`config.mk`:
```
export PLATFORM = sky130hd
export DESIGN_NAME = ci_issue_master
export DESIGN_NICKNAME = d
export VERILOG_FILES = /design/src/rtl/ci_issue_master.sv
export SDC_FILE = /design/constraint.sdc
export NUM_CORES = 1
export LEC_CHECK = 0
export BUFFER_PORTS_ARGS = -buffer_cell sky130_fd_sc_hd__buf_2
export CAP_MARGIN = 20
export CORE_ASPECT_RATIO = 0.5
export CORE_MARGIN = 3
export CORE_UTILIZATION = 50
export DETAILED_ROUTE_END_ITERATION = 7
export HOLD_SLACK_MARGIN = 0.1
export MAX_ROUTING_LAYER = met4
export PLACE_DENSITY = 0.91
export RECOVER_POWER = 25
export SYNTH_ARGS = -nofsm -noshare
export SYNTH_HDL_FRONTEND = slang
export SYNTH_SLANG_ARGS = --single-unit
```
`constraint.sdc`:
```
create_clock -name clock -period 2.2 [get_ports clock]
set_clock_uncertainty 0.05 [all_clocks]
set_input_delay 0 -clock clock [delete_from_list [all_inputs] [get_ports clock]]
set_output_delay 0 -clock clock [all_outputs]
set_load 0.005 [all_outputs]
```
`src/rtl/ci_issue_master.sv`:
```
// ci_issue_master
//
// Initiator side of the custom-instruction (CI) handshake. Each operand taken
// from the input stream becomes one CI transaction: a one-cycle ci_start
// pulse, ci_dataa held stable, and ci_clk_en asserted while the slave works.
// The result is captured either when the slave raises ci_done (done mode) or
// a fixed number of cycles after the start cycle (fixed mode). It is then
// presented on the output stream until the consumer accepts it.
//
// Parameters
//   FIXED_LATENCY  0 = done mode, N>0 = capture N cycles after the start cycle
//   TIMEOUT        done-mode watchdog in cycles (1..65535)
//
// Ports
//   clock        sole clock, rising edge
//   reset        asynchronous, active-low
//   in_valid     operand available
//   in_ready     block can accept an operand (registered)
//   in_data      operand
//   out_valid    result available
//   out_ready    consumer accepts result
//   out_data     captured result, 0 on timeout
//   out_timeout  out_data is a timeout marker
//   ci_clk_en    slave clock enable
//   ci_start     one-cycle start pulse
//   ci_dataa     operand to the slave
//   ci_result    slave result
//   ci_done      slave completion
//   txn_count    completed transactions, timeouts included (wraps)

module ci_issue_master #(
  parameter int FIXED_LATENCY = 0,
  parameter int TIMEOUT       = 1023
) (
  input  logic        clock,
  input  logic        reset,
  input  logic        in_valid,
  output logic        in_ready,
  input  logic [31:0] in_data,
  output logic        out_valid,
  input  logic        out_ready,
  output logic [31:0] out_data,
  output logic        out_timeout,
  output logic        ci_clk_en,
  output logic        ci_start,
  output logic [31:0] ci_dataa,
  input  logic [31:0] ci_result,
  input  logic        ci_done,
  output logic [15:0] txn_count
);

  typedef enum logic [1:0] {
    IDLE  = 2'd0,
    ISSUE = 2'd1,
    WAIT  = 2'd2,
    HOLD  = 2'd3
  } state_t;

  localparam bit          FIXED_MODE   = (FIXED_LATENCY > 0);
  localparam logic [15:0] FIXED_LAST   = 16'(FIXED_LATENCY);
  localparam logic [15:0] TIMEOUT_LAST = 16'(TIMEOUT - 1);

  state_t      state_reg;
  state_t      state_next;

  logic        in_ready_reg;
  logic [31:0] ci_dataa_reg;
  logic [15:0] cycle_cnt_reg;
  logic [31:0] out_data_reg;
  logic        out_timeout_reg;
  logic [15:0] txn_count_reg;

  logic        accept;
  logic        release_out;
  logic        capture;
  logic        capture_timeout;

  assign accept      = (state_reg == IDLE) && in_valid && in_ready_reg;
  assign release_out = (state_reg == HOLD) && out_ready;

  // ---------------------------------------------------------------------------
  // FSM state register
  // ---------------------------------------------------------------------------
  always_ff @(posedge clock or negedge reset) begin
    if (!reset) begin
      state_reg <= IDLE;
    end else begin
      state_reg <= state_next;
    end
  end

  // ---------------------------------------------------------------------------
  // Next-state and capture decisions
  // cycle_cnt_reg equals k during cycle Ck (C0 = the ISSUE cycle).
  // ---------------------------------------------------------------------------
  always_comb begin
    state_next      = state_reg;
    capture         = 1'b0;
    capture_timeout = 1'b0;
    case (state_reg)
      IDLE: begin
        if (accept) begin
          state_next = ISSUE;
        end
      end
      ISSUE: begin
        if (!FIXED_MODE && ci_done) begin
          capture    = 1'b1;
          state_next = HOLD;
        end else if (!FIXED_MODE && (TIMEOUT_LAST == 16'd0)) begin
          // A one-cycle watchdog expires at the end of C0 itself.
          capture_timeout = 1'b1;
          state_next      = HOLD;
        end else begin
          state_next = WAIT;
        end
      end
      WAIT: begin
        if (FIXED_MODE) begin
          if (cycle_cnt_reg >= FIXED_LAST) begin
            capture    = 1'b1;
            state_next = HOLD;
          end
        end else if (ci_done) begin
          capture    = 1'b1;
          state_next = HOLD;
        end else if (cycle_cnt_reg >= TIMEOUT_LAST) begin
          capture_timeout = 1'b1;
          state_next      = HOLD;
        end
      end
      HOLD: begin
        if (out_ready) begin
          state_next = IDLE;
        end
      end
      default: begin
        state_next = IDLE;
      end
    endcase
  end

  // ---------------------------------------------------------------------------
  // Datapath registers
  // ---------------------------------------------------------------------------
  always_ff @(posedge clock or negedge reset) begin
    if (!reset) begin
      in_ready_reg    <= 1'b0;
      ci_dataa_reg    <= 32'd0;
      cycle_cnt_reg   <= 16'd0;
      out_data_reg    <= 32'd0;
      out_timeout_reg <= 1'b0;
      txn_count_reg   <= 16'd0;
    end else begin
      // Ready follows the state we are about to enter, so it is low for the
      // whole transaction and rises together with the return to IDLE.
      in_ready_reg <= (state_next == IDLE);

      if (accept) begin
        ci_dataa_reg  <= in_data;
        cycle_cnt_reg <= 16'd0;
      end else if (((state_reg == ISSUE) || (state_reg == WAIT)) &&
                   (cycle_cnt_reg != 16'hFFFF)) begin
        cycle_cnt_reg <= cycle_cnt_reg + 16'd1;
      end

      if (capture) begin
        out_data_reg    <= ci_result;
        out_timeout_reg <= 1'b0;
      end else if (capture_timeout) begin
        out_data_reg    <= 32'd0;
        out_timeout_reg <= 1'b1;
      end

      if (release_out) begin
        txn_count_reg <= txn_count_reg + 16'd1;
      end
    end
  end

  // Strobes decode straight from the state so an asynchronous reset drops
  // them in the same instant it forces IDLE.
  assign ci_start    = (state_reg == ISSUE);
  assign ci_clk_en   = (state_reg == ISSUE) || (state_reg == WAIT);
  assign out_valid   = (state_reg == HOLD);

  assign in_ready    = in_ready_reg;
  assign ci_dataa    = ci_dataa_reg;
  assign out_data    = out_data_reg;
  assign out_timeout = out_timeout_reg;
  assign txn_count   = txn_count_reg;

endmodule

```
Word level (Yosys, flattened, before mapping)
Index checks and enable logic that the tools add are counted.
{"block": "word_totals", "register_bits": 100, "in_bits": 69, "word_cells": 41}
{"block": "classes", "add_sub_neg": 2, "order_cmp": 1, "n_eq_ne": 4, "muxes": 17, "n_reduce_logical": 10}
{"cell": "2-to-1 mux 32 bit", "count": 2}
{"cell": "adder 16 x 1 -> 16 bit, second input constant", "count": 2}
{"cell": "2-to-1 mux 16 bit", "count": 2}
{"cell": "greater-or-equal comparator 16 x 10 -> 1 bit, second input constant", "count": 1}
{"cell": "inequality test 16 bit, second input constant", "count": 1}
{"cell": "2-to-1 mux 1 bit", "count": 8}
{"cell": "2-to-1 mux 2 bit", "count": 4}
{"cell": "one-hot mux 2 bit (4 select lines)", "count": 1}
{"cell": "equality test 2 bit, second input constant", "count": 2}
{"cell": "logical AND 1 bit", "count": 4}
{"cell": "zero test 2 bit", "count": 2}
{"cell": "nonzero test 2 bit", "count": 2}
{"cell": "equality test 2 x 1 -> 1 bit, second input constant", "count": 1}
{"cell": "OR reduction 2 bit", "count": 1}
{"cell": "logical OR 1 bit", "count": 1}

Longest topological paths before layout
Gate-level depths: netlist (run 1).
{"block": "depth", "depth_word": 6, "mapped_depth": 7}

Least setup slack after synthesis (run 1)
No wires, ideal clock.
{"block": "synth_path", "path_kind": "register -> register", "from": "register state_reg[0]", "to": "register cycle_cnt_reg[11]", "setup_time_ps": 78, "arrival_time_ps": 1838, "slack_ps": 233, "path_stages_with_launch": 8, "path_buffers": 1, "path_cell_list": "dfrtp_1 > inv_1 > ha_1 > and4_4 > nand3_2 > buf_6 > or4_1 > a21oi_1"}
{"block": "synth_between", "elab_chain_cells": 4}
{"item": "start: declaration", "line": "63", "source": "state_t state_reg;"}
{"item": "start signal: assignment", "line": "88", "source": "state_reg <= state_next;"}
{"item": "equality test 2 x 1 -> 1 bit or equality test 2 bit (tied branches)"}
{"item": "logical OR 1 bit (*)"}
{"item": "named net ci_clk_en", "line": "44", "source": "output logic ci_clk_en,"}
{"item": "logical AND 1 bit (*)", "line": "162", "source": "end else if (((state_reg == ISSUE) || (state_reg == WAIT)) &&"}
{"item": "nonzero test 2 bit (no source line) (*)"}
{"item": "end signal: assignment", "line": "164", "source": "cycle_cnt_reg <= cycle_cnt_reg + 16'd1;"}
{"item": "end: declaration", "line": "68", "source": "logic [15:0] cycle_cnt_reg;"}
The timed path passes the listed nets; every way through them passes the cells marked *.
A chain may end at the register's enable or synchronous reset.

Worst setup path in the final report (run 1)
{"block": "layout_path", "from": "register state_reg[0]", "to": "register cycle_cnt_reg[10]"}
{"block": "layout_between", "elab_chain_cells": 4}
{"item": "equality test 2 x 1 -> 1 bit (tied with other cells)", "line": "162"}
{"item": "logical OR 1 bit or logical AND 1 bit (tied branches)", "line": "162, 78"}
{"item": "logical AND 1 bit (on tied branches)", "line": "162, 78"}
{"item": "nonzero test 2 bit (no source line) or 2-to-1 mux 16 bit (tied branches)"}
Several ways; a longest one is shown, not always the timed one.

==> results of run 1 <==
==> cells by family (layout without fill, tap and decap cells) <==
kind of cell | Yosys count | in the layout | share of synthesized area [%]
compound gates | 67 | 67 | 9.57
simple gates | 243 | 243 | 25.4
fa+ha+maj | 7 | 7 | 1.99
other cells | 0 | 1 | 0
flops | 100 | 100 | 56.8
mux | 2 | 2 | 0.483
buf+inv | 27 | 254 | 2.58
xor+xnor | 16 | 16 | 3.18
==> per-layer routing <==
metal  part of all wire (%)  up-vias  GRT usage (%)
met5                      0        -              -
met4                    7.8        0           20.8
met3                     10      160           8.10
met2                     48      486           56.7
met1                     34     2297           37.4
li1                       -     2003              -
==> repair_timing <==
item,in CTS,in global routing
hold endpoints to repair,168,0
buffers inserted,0,2
setup endpoints to repair,0,12
hold buffers,67,0
gates resized for setup,0,3
==> layout make-up <==
| type | instances | area (µm²) | share of cell area, % |
|---|---|---|---|
| antenna | 1 | 2.50 | 0.0397 |
| clock inverter | 6 | 70.1 | 1.11 |
| sequential | 100 | 2500 | 39.7 |
| tap | 112 | 140 | 2.22 |
| timing repair buffer | 232 | 1540 | 24.4 |
| inverter | 6 | 22.5 | 0.357 |
| multi-input combinational | 335 | 1800 | 28.6 |
| clock buffer | 10 | 229 | 3.63 |
==> worst max-delay path by stage <==
stage | start | endpoint | slack, ns | cells after the start
2_1_floorplan | state_reg[0] | cycle_cnt_reg[11] | 0.23 | 7
3_3_place_gp | state_reg[0] | cycle_cnt_reg[7] | 0.27 | 6
3_5_place_dp | state_reg[0] | cycle_cnt_reg[7] | 0.15 | 6
4_1_cts | state_reg[0] | cycle_cnt_reg[7] | 0.09 | 6
5_1_grt | state_reg[0] | cycle_cnt_reg[10] | -0.08 | 6
6_report | state_reg[0] | cycle_cnt_reg[10] | -0.07 | 6
==> power groups by stage <==
stage | clock, mW | combinational (mW) | sequential [mW]
5_1_grt | 1.73 | 3.47 | 3.33
6_report | 1.65 | 3.24 | 3.29
3_5_place_dp | 0 | 2.77 | 3.13
2_1_floorplan | 0 | 1.52 | 3.12
3_3_place_gp | 0 | 2.62 | 3.09
4_1_cts | 1.62 | 2.90 | 3.13
==> worst max-delay path, stage by stage, from the launching register on <==
cell and delay, ns:
dfrtp_2 0.43, inv_1 0.13, ha_1 0.36, and4_4 0.28, nand2_1 0.22, nor4_1 0.38
mux2i_1 0.32
==> metrics by stage <==
step,hold slack [ns],setup slack (ns),TNS [ns]
2_1_floorplan,-0.346,0.233,0
3_3_place_gp,-0.0386,0.274,0
3_5_place_dp,-0.0300,0.149,0
4_1_cts,0.141,0.0925,0
5_1_grt,0.231,-0.0800,-0.125
6_report,0.227,-0.0711,-0.154
==> placed cells by master (no fill, tap or decap), drive strengths merged, types with 5 or more instances in the layout <==
| master | netlist | routed |
|---|---|---|
| nand4 | 6 | 6 |
| and4 | 5 | 5 |
| dfrtp | 100 | 100 |
| inv | 6 | 8 |
| nor3 | 7 | 7 |
| nor2 | 8 | 8 |
| o31ai | 7 | 7 |
| dlygate4sd3 | 0 | 67 |
| ha | 7 | 7 |
| clkbuf | 15 | 33 |
| a21oi | 43 | 43 |
| and3 | 6 | 6 |
| buf | 6 | 142 |
| xor2 | 5 | 5 |
| nand3 | 14 | 14 |
| or4 | 6 | 6 |
| nand2 | 177 | 177 |
| xnor2 | 11 | 11 |
==> flow_summary_export.csv, run 1 <==
group,metric,value,unit
status,run_status,"complete, but fails checks",
status,violations,"setup timing",
synth,synth_flop_cell,"dfrtp_1",
power,p_comb_share,39.6,%
worst_setup_path,cp-start-kind,"register",
placed_design,port_buffers,153,
cts,clk_pin_slew,0.07,ns
die,num_rows,23,
synth,syn_inst,462,
route,drt_iter0_markers,843,
power,cellLeakagePower,3.23,nW
synth,yosysWarnings,0,
timing,fin_crit_sh,103,%
synth,ys_top_cells_by_count,"nand2_1, dfrtp_1, a21oi_1",
timing,slew-limit-headroom,28.0,%
synth,yosysMostFrequentCell,"nand2_1",
power,internal-power,4.76,mW
timing,worst_slew_pin_slew,1.08,ns
power,totalPowerFinal,8.19,mW
die,core,8290,µm²
die,fp.dieW,139,µm
worst_setup_path,crit_type,"register to register",
placed_design,place_congestion,0.816,
timing,setup_ws,-0.0711,ns
grt,antenna_found_initial,0,
placed_design,dp_cells,716,
min_path,worstHoldEndpoint,"state_reg[1]",
synth,syn_nets,538,
power,ir_drop,0.000677,V
cts,clock_sink_count,100,
synth,seq_area_frac_synth,56.8,%
worst_setup_path,end_kind,"register",
cts,cts-htree-levels,3,
final_layout,fillers,485,
min_path,worstHoldStart,"in_valid",
placed_design,dp_hpwl,7920,µm
timing,min_period,2.27,ns
synth,avgSynthCellArea,9.54,µm²
timing,drv_slew,0,
final_layout,nNetsFinal,760,
final_layout,drive_above_1_share,25.1,%
grt,track_usage,33.8,%
cts,cts_made_buffers,9,
worst_setup_path,r2r_slack,-0.07,ns
route,wl_per_cell,21.2,µm
cts,root_buffer,"clkbuf_16",
route,num_vias,4946,
worst_setup_path,worstPathArrival,2.47,ns
die,fp.dieArea,10000,µm²
timing,timing_hold_violations_final,0,
final_layout,syn2layout_area_growth,43.1,%
final_layout,stdcell_count,802,
grt,overflow,0,
synth,synth_top_area_share,56.8,%
power,p_sw,3.42,mW
min_path,hp-class,"input pin to register",
die,fp.dieH,72.4,µm
synth,synth_edf_count,0,
route,first_pass_iters,6,
placed_design,dpl_cell_area,5340,µm²
synth,yosysUniqueCellTypes,48,
route,drtAntennaViolNets,0,
cts,cts_tree,"built",
synth,synth_top_cell_by_area,"dfrtp_1",
worst_setup_path,rr_worst_depth,6,
worst_setup_path,path_max_fanout,8,
power,pwr-share-clk,20.2,%
grt,grt_first_pass_wirelength,26000,µm
power,p_per_area,1300,nW/µm²
power,seqPwrFrac,40.2,%
worst_setup_path,cp_data_required_time,2.40,ns
timing,setup_viol_count_final,3,
synth,ys_ff_latch,100,
die,initial_core_util,53.2,%
route,avgViaCountPerCell,6.17,
route,drc,0,
die,ios,154,
power,switching_share,41.8,%
synth,synth_area_leaders,"dfrtp_1, nand2_1, a21oi_1",
synth,synth_area,4410,µm²
final_layout,utilization,76.1,%
synth,async_reset_ff_share,100,%
grt,grt_max_degree,44,
cts,clock_path_buffers,2,
route,wl,17000,µm
final_layout,final_area,6310,µm²
timing,fmax,440,MHz
run,drv_cap,0,
grt,grt_pass1_vias,4892,
worst_setup_path,reg2reg_to,"cycle_cnt_reg[10]",
worst_setup_path,regToRegStartpoint,"state_reg[0]",
min_path,worstHoldPathCells,3,
cts,clk_latency,0.35,ns
Note: power is estimated with default switching activity, not from simulation.
==> inputs of run 2 (changes only) <==
--- a/config.mk
+++ b/config.mk
@@ -8,5 +8,5 @@
 export BUFFER_PORTS_ARGS = -buffer_cell sky130_fd_sc_hd__buf_2
 export CAP_MARGIN = 20
-export CORE_ASPECT_RATIO = 0.5
+export CORE_ASPECT_RATIO = 0.9
 export CORE_MARGIN = 3
 export CORE_UTILIZATION = 50
==> constraint.sdc (replaced) <==
create_clock -name clock -period 2.2 [get_ports clock]
set_clock_uncertainty 0.05 [all_clocks]
set_input_delay 0.33 -clock clock [delete_from_list [all_inputs] [get_ports clock]]
set_output_delay 0.33 -clock clock [all_outputs]
set_load 0.005 [all_outputs]
==> run 2 against run 1 <==
  * The run now ends clean
  * Die area shrank 0.67%
  * Wire length down 32%
  * Sequential cell count is the same
  * Non-clock buffer count is 52 lower
  * Combinational power down 15%
  * Cell area fell by 9.3%
  * Sequential share of layout area is 4.0 points higher
  * Worst hold slack worse by 0.11 ns
  * Total power fell by 13%
==> flow_summary_export.csv, run 2 (same netlist as run 1, synthesis figures left out) <==
group,metric,value,unit
cts,clk_pin_slew,0.11,ns
final_layout,syn2layout_area_growth,29.8,%
cts,cts.repair.resized,0,
worst_setup_path,cp_top_family,"simple AND/OR/NAND/NOR gates",
min_path,worstHoldPathCells,3,
route,drc,0,
worst_setup_path,r2r_slack,0.15,ns
final_layout,nNetsFinal,708,
timing,setup_ws,0.153,ns
timing,slew-limit-headroom,26.8,%
grt,overflow,0,
status,run_status,"finished clean",
worst_setup_path,cp_data_required_time,2.45,ns
cts,clock_sink_count,100,
worst_setup_path,end_kind,"register",
route,avgViaCountPerCell,5.38,
cts,clk_latency,0.36,ns
route,drt_iter0_markers,282,
worst_setup_path,cp-start-kind,"register",
placed_design,dpl_cell_area,5330,µm²
timing,min_period,2.05,ns
min_path,worstHoldEndpoint,"ci_dataa[27]",
cts,cts_made_buffers,9,
worst_setup_path,regToRegStartpoint,"state_reg[1]",
die,fp.dieH,95.1,µm
final_layout,drive_above_1_share,29.7,%
final_layout,layout_commonest_cell,"nand2_1",
cts,root_buffer,"clkbuf_8",
run,drv_cap,0,
power,cellLeakagePower,3.04,nW
worst_setup_path,slowest_stage,"or4_1",
worst_setup_path,rr_worst_depth,6,
die,fp.dieArea,9980,µm²
grt,track_usage,23.6,%
route,wl_per_cell,15.4,µm
grt,grt_max_degree,47,
timing,drv_slew,0,
min_path,worstHoldStart,"in_data[27]",
die,core,8300,µm²
power,p_per_area,1240,nW/µm²
placed_design,place_congestion,0.928,
route,wl,11600,µm
grt,antenna_found_initial,0,
cts,cts_tree,"built",
timing,fin_crit_sh,93.1,%
worst_setup_path,reg2reg_to,"cycle_cnt_reg[9]",
route,first_pass_iters,5,
worst_setup_path,crit_buf_inv,1,
die,num_rows,31,
cts,cts_hold_buf,17,
cts,clock_path_buffers,2,
timing,rsz0062_at_grt,"false",
min_path,hp-class,"input pin to register",
placed_design,port_buffers,153,
timing,hold_slack,0.112,ns
worst_setup_path,crit_chain,"inv_1 -> ha_1 -> and4_4 -> nand3_2 -> or4_1 -> a21oi_1",
cts,cts_setup_buffers,0,
route,drtAntennaViolNets,0,
grt,grt_pass1_vias,4011,
timing,fin_tns_setup,0,ns
final_layout,layout_common_cells,"nand2_1, buf_2, dfrtp_1, a21oi_1, dlygate4sd3_1",
timing,fmax,488,MHz
die,initial_core_util,53.1,%
timing,setup_viol_count_final,0,
cts,cts-htree-levels,3,
placed_design,dp_hpwl,8120,µm
final_layout,final_area,5720,µm²
timing,timing_hold_violations_final,0,
die,fp.dieW,105,µm
placed_design,place_ws,0.176,ns
grt,grt_first_pass_wirelength,18400,µm
worst_setup_path,path_max_fanout,12,
die,ios,154,
final_layout,antenna_cells,0,
worst_setup_path,critPathMaxStageDelay,0.52,ns
power,ir_drop,0.000760,V
worst_setup_path,crit_type,"register to register",
timing,worst_slew_pin_slew,1.10,ns
route,num_vias,4040,
worst_setup_path,worstPathArrival,2.29,ns
==> run 2: layer usage <==
layer	track usage, %	routed length (µm)	up-vias
met3	4.67	687	34
met5	-	0	-
met2	41.3	6030	168
met4	9.18	347	0
met1	27.0	4490	1947
li1	-	-	1891
==> run 2: final cells by class <==
class / instances / area (µm²)
clock buffer: 9 / 124
timing repair buffer: 180 / 1050
sequential: 100 / 2500
tap: 115 / 144
inverter: 6 / 22.5
clock inverter: 6 / 83.8
fill: 643 / 2580
multi-input combinational: 335 / 1790
==> run 2: power by group <==
| group | switching [mW] | internal [mW] |
|---|---|---|
| sequential | 0.585 | 2.56 |
| combinational | 1.52 | 1.23 |
| clock | 0.674 | 0.546 |
==> run 2: worst max-delay path by stage <==
stage / start / endpoint / slack, ns / cells after the start
4_1_cts: state_reg[0] / cycle_cnt_reg[9] / 0.16 / 6
6_report: state_reg[1] / cycle_cnt_reg[9] / 0.15 / 6
3_5_place_dp: state_reg[0] / cycle_cnt_reg[9] / 0.18 / 6
5_1_grt: state_reg[1] / cycle_cnt_reg[7] / 0.03 / 6
2_1_floorplan: state_reg[0] / cycle_cnt_reg[11] / 0.23 / 7
3_3_place_gp: state_reg[0] / cycle_cnt_reg[7] / 0.28 / 6
==> run 2: worst register-to-register path, cell delays in order (launching register included) <==
cell and delay [ns]:
dfrtp_1 0.42, inv_1 0.08, ha_1 0.30, and4_4 0.25, nand3_2 0.20, or4_1 0.52, a21oi_1 0.15
==> run 2: metrics by stage <==
step                      instances  total power [mW]  utilization (%)
after floorplan                 462              4.63                -
after global placement          717              5.67             64.2
after detailed placement        717              5.88             64.2
after CTS                       749              7.13             68.7
after global routing            751              7.62             68.9
final                           751              7.11             68.9
